File: src/rtl/mult32_seq_ctrl.sv
// Sequential 32x32 unsigned shift-and-add multiplier: one AND gating stage and one
// 33-bit adder reused over 32 iterations, with a start/busy/done handshake.
module mult32_seq_ctrl (
    input  logic        clk,
    input  logic        rst_n,
    input  logic        start,
    input  logic [31:0] a,
    input  logic [31:0] b,
    output logic        busy,
    output logic        done,
    output logic [63:0] product
);

    // Handshake: start is sampled only in IDLE; the accepting edge captures a/b.
    // busy is high for the 32 RUN cycles, then done pulses for exactly one cycle
    // with product already updated. start/a/b are ignored outside IDLE.
    typedef enum logic [1:0] {
        IDLE = 2'd0,
        RUN  = 2'd1,
        DONE = 2'd2
    } state_e;

    state_e      state_q, state_d;
    logic [31:0] mcand_q, mcand_d;
    logic [31:0] hi_q, hi_d;
    logic [31:0] lo_q, lo_d;
    logic [4:0]  cnt_q, cnt_d;
    logic [63:0] res_q, res_d;

    logic [31:0] partial;
    logic [32:0] sum;

    assign partial = mcand_q & {32{lo_q[0]}};
    assign sum     = {1'b0, hi_q} + {1'b0, partial};

    always_comb begin
        state_d = state_q;
        mcand_d = mcand_q;
        hi_d    = hi_q;
        lo_d    = lo_q;
        cnt_d   = cnt_q;
        res_d   = res_q;
        unique case (state_q)
            IDLE: begin
                if (start) begin
                    mcand_d = a;
                    lo_d    = b;
                    hi_d    = 32'd0;
                    cnt_d   = 5'd0;
                    state_d = RUN;
                end
            end
            RUN: begin
                // The adder carry lands in hi[31], so no product bit is ever dropped.
                hi_d  = sum[32:1];
                lo_d  = {sum[0], lo_q[31:1]};
                cnt_d = cnt_q + 5'd1;
                if (cnt_q == 5'd31) begin
                    res_d   = {sum[32:1], sum[0], lo_q[31:1]};
                    state_d = DONE;
                end
            end
            DONE: begin
                state_d = IDLE;
            end
            default: begin
                state_d = IDLE;
            end
        endcase
    end

    always_ff @(posedge clk or negedge rst_n) begin
        if (!rst_n) begin
            state_q <= IDLE;
            mcand_q <= 32'd0;
            hi_q    <= 32'd0;
            lo_q    <= 32'd0;
            cnt_q   <= 5'd0;
            res_q   <= 64'd0;
        end else begin
            state_q <= state_d;
            mcand_q <= mcand_d;
            hi_q    <= hi_d;
            lo_q    <= lo_d;
            cnt_q   <= cnt_d;
            res_q   <= res_d;
        end
    end

    assign busy    = (state_q == RUN);
    assign done    = (state_q == DONE);
    assign product = res_q;

endmodule

File: config.mk
export PLATFORM = sky130hd
export DESIGN_NAME = mult32_seq_ctrl
export DESIGN_NICKNAME = d
export VERILOG_FILES = /design/src/rtl/mult32_seq_ctrl.sv
export SDC_FILE = /design/constraint.sdc
export NUM_CORES = 1
export LEC_CHECK = 0
export ABC_AREA = 1
export CORE_MARGIN = 5
export CORE_UTILIZATION = 59
export CTS_CLUSTER_DIAMETER = 80
export DETAILED_ROUTE_END_ITERATION = 10
export HOLD_SLACK_MARGIN = 0.1
export MAX_ROUTING_LAYER = met4
export PLACE_DENSITY = 0.86
export RECOVER_POWER = 25
export SYNTH_ARGS = -nofsm -noshare
export SYNTH_HDL_FRONTEND = slang
export SYNTH_SLANG_ARGS = --single-unit
File: constraint.sdc
create_clock -name clk -period 7.3 [get_ports clk]
set_clock_uncertainty 0.2 [all_clocks]
set_input_delay 0.73 -clock clk [delete_from_list [all_inputs] [get_ports clk]]
set_output_delay 0.73 -clock clk [all_outputs]
set_load 0.01 [all_outputs]
==> impl_metrics.env <==
export IMPL_worstPathCellList="nand2_1 > inv_1 > ha_1 > inv_1 > fa_1 > inv_1 > nand3_1 > nand3_1 > nand3_1 > nand3_1 > nand2_1 > nand2_1 > nand2_1 > nand3_1 > nand2_1"
export IMPL_regToRegSetupSlack_ns=3.81
export IMPL_hold_class="input pin to async pin"
export IMPL_peakVddDrop_uv=272.3
export IMPL_first_pass_iters=5
export IMPL_clkTransAtPathRegs_ns=0.07
export IMPL_clk_path_buf_depth=2
export IMPL_synth_top_area_cell="dfrtp_1"
export IMPL_die_area_mm2=0.01805
export IMPL_via_per_inst=5.315
export IMPL_numCtsBuffers=17
export IMPL_power_leakage_uw=0.005921
export IMPL_synth_edff_count=0
export IMPL_max_freq_ghz=0.2867
export IMPL_cts_repair_resized=0
export IMPL_dp_hpwl_um=16350
export IMPL_path_class="flop to flop"
export IMPL_tightest_slew_ns=1.277
export IMPL_grt_max_degree=109
export IMPL_crit_end="product[59]"
export IMPL_setup_violations=0
export IMPL_syn_area_mm2=0.009125
export IMPL_wire_per_inst_um=15.49
export IMPL_synth_fa_ha_area_share_pct=4.881
export IMPL_die_h_um=134.4
export IMPL_reg2reg_from="lo_q[0]"
export IMPL_hold_buffers=0
export IMPL_maxSlewViolCount=0
export IMPL_critPathMaxStageDelay_ns=1.19
export IMPL_synth_top_cell_area_share_pct=45.80
export IMPL_first_global_vias=7936
export IMPL_outcome="finished clean"
export IMPL_muxShareOfSynthArea_pct=3.949
export IMPL_maxCapViolations=0
export IMPL_cts_root_buf="clkbuf_16"
export IMPL_synth_cells=1190
export IMPL_yosysSeqAreaShare_pct=45.80
export IMPL_drc=0
export IMPL_totalWireLength_um=23310
export IMPL_worstPathMaxFanout=33
export IMPL_cp_start_kind="flop"
export IMPL_finalCritPeriodShare_pct=47.79
export IMPL_die_w_um=134.4
export IMPL_synth_seq_cells=167
export IMPL_cts_max_level=4
export IMPL_overflow=0
export IMPL_num_io_pins=133
export IMPL_critPathCaptureType="flop"
export IMPL_ys_flop_type="dfrtp_1"
export IMPL_rsz0062_at_grt="false"
export IMPL_diodes=0
export IMPL_post_synth_num_cell_types=31
export IMPL_crit_path_top_delay_cell="dfrtp_1"
export IMPL_setup_tns_ns=0
export IMPL_start_util_pct=60.02
export IMPL_synthSimpleGateAreaFrac_pct=23.76
export IMPL_place_gp_congestion=0.9901
export IMPL_hold_violations=0
export IMPL_nNetsFinal=1406
export IMPL_worstReg2RegEnd="product[59]"
export IMPL_cp_arrival_ns=3.61
export IMPL_power_density_mw_per_mm2=526.4
export IMPL_crit_start="lo_q[0]"
export IMPL_drive_above_1_share_pct=6.606
export IMPL_synth_compound_area_share_pct=10.48
export IMPL_vias=7999
export IMPL_yosys_area_share_xor_xnor_pct=1.344
export IMPL_drt_initial_drc_count=736
export IMPL_worstSkewPairLatency_ns=0.43
export IMPL_ys_top_cells_by_area="dfrtp_1, nand2_1, inv_1"
export IMPL_async_flop_share_pct=100.0
export IMPL_grt_pass1_wl_um=39120
export IMPL_rows=45
export IMPL_cts_tree="yes"
export IMPL_ant_nets=0
export IMPL_fin_crit_ns=3.488
export IMPL_clock_sinks=167
export IMPL_synthTopCellsByCount="nand2_1, inv_1, dfrtp_1"
export IMPL_grt_usage_pct=27.83
export IMPL_antenna_found_initial=0
export IMPL_numPortBuffers=132
export IMPL_crit_required_ns=7.42
export IMPL_yosysMostFrequentCell="nand2_1"
export IMPL_syn_nets=1292
export IMPL_area_growth_pct=21.82
export IMPL_fin_util_pct=73.12
export IMPL_core_area_mm2=0.01520
export IMPL_ys_warn_count=0
export IMPL_relSlewSlack_pct=14.87
export IMPL_postCtsSetupBuffers=0
export IMPL_synth_top_family_by_area="simple AND/OR/NAND/NOR gates"
export IMPL_synth_area_per_cell_um2=7.668
export IMPL_r2r_cells=15
-- report_power, final --
part / switching (uW) / leakage (uW) / internal, uW
clock network: 436 / 0.000289 / 462
registers: 265 / 0.00194 / 1400
logic: 2000 / 0.00369 / 1280
-- cell usage in the layout (no fill, tap or decap), types with 10 or more instances in the layout --
cell type,netlist,routed
ha_1,34,34
xnor2_1,10,10
nand3_1,64,64
o21ai_0,90,90
clkdlybuf4s50_1,0,131
o21ai_1,27,27
nand2_1,405,405
clkbuf_16,0,17
a21oi_2,10,10
inv_1,183,183
a21oi_1,41,41
nor2_1,50,50
mux2_2,32,32
dfrtp_1,167,167
-- cell families (layout without fill, tap and decap cells) --
group / count (synthesis) / in the layout
AO/OA/AOI/OAI: 178 / 178
AND/OR/NAND/NOR: 538 / 538
flip-flops: 167 / 167
multiplexers: 32 / 32
XOR/XNOR: 14 / 14
buffers and inverters: 226 / 353
adder cells (fa/ha/maj): 35 / 35
-- through the flow --
| stage | total power [uW] | cell area [um2] | hold WS (ns) | worst slack [ns] | std cells |
|---|---|---|---|---|---|
| after global routing | 6363 | 11120 | 0.2920 | 3.520 | 1505 |
| after CTS | 5849 | 11120 | 0.2496 | 3.840 | 1505 |
| after detailed placement | 4896 | 10520 | 0.2659 | 3.655 | 1473 |
| after global placement | 4777 | 10520 | 0.2643 | 3.770 | 1473 |
| after floorplan | 3891 | 9125 | 0.2344 | 4.772 | 1190 |
| final | 5851 | 11120 | 0.2081 | 3.812 | 1505 |
-- state kept, by name (all words and copies together), names as in the netlist --
register and count:
cnt_q 5, hi_q 32, lo_q 32, mcand_q 32, product 64, state_q 2
-- per-layer routing --
layer | routed length [um] | GRT usage, % | vias up
li1 | - | - | 3957
met1 | 10360 | 37.03 | 3754
met2 | 11220 | 43.77 | 250
met3 | 1257 | 5.101 | 38
met4 | 472 | 8.710 | 0
met5 | 0 | - | -
-- critical path: cells and delay by family (launching register included) --
family | cells | cell delay (ns)
adders and majority gates | 2 | 0.59
and+or+nand+nor | 10 | 1.10
DFF | 1 | 1.19
buffers and inverters | 3 | 0.29
-- how the worst min path moves through the flow --
stage | startpoint | to | slack [ns] | depth (start not counted)
finish | rst_n | product[8] | 0.21 | 1
global route | rst_n | product[8] | 0.29 | 1
floorplan | rst_n | cnt_q[0] | 0.23 | 0
detailed placement | product[62] | product[62] | 0.27 | 2
CTS | rst_n | product[8] | 0.25 | 1
global placement | product[54] | product[54] | 0.26 | 2
-- final cells by class --
cell class | count | area (um2)
Sequential cell | 167 | 4179
Fill cell | 1191 | 4086
Multi-Input combinational cell | 797 | 4058
Timing Repair Buffer | 135 | 1345
Inverter | 186 | 698.2
Clock buffer | 17 | 425.4
Tap cell | 188 | 235.2
Clock inverter | 15 | 175.2
Power figures use the tool's default switching activity.
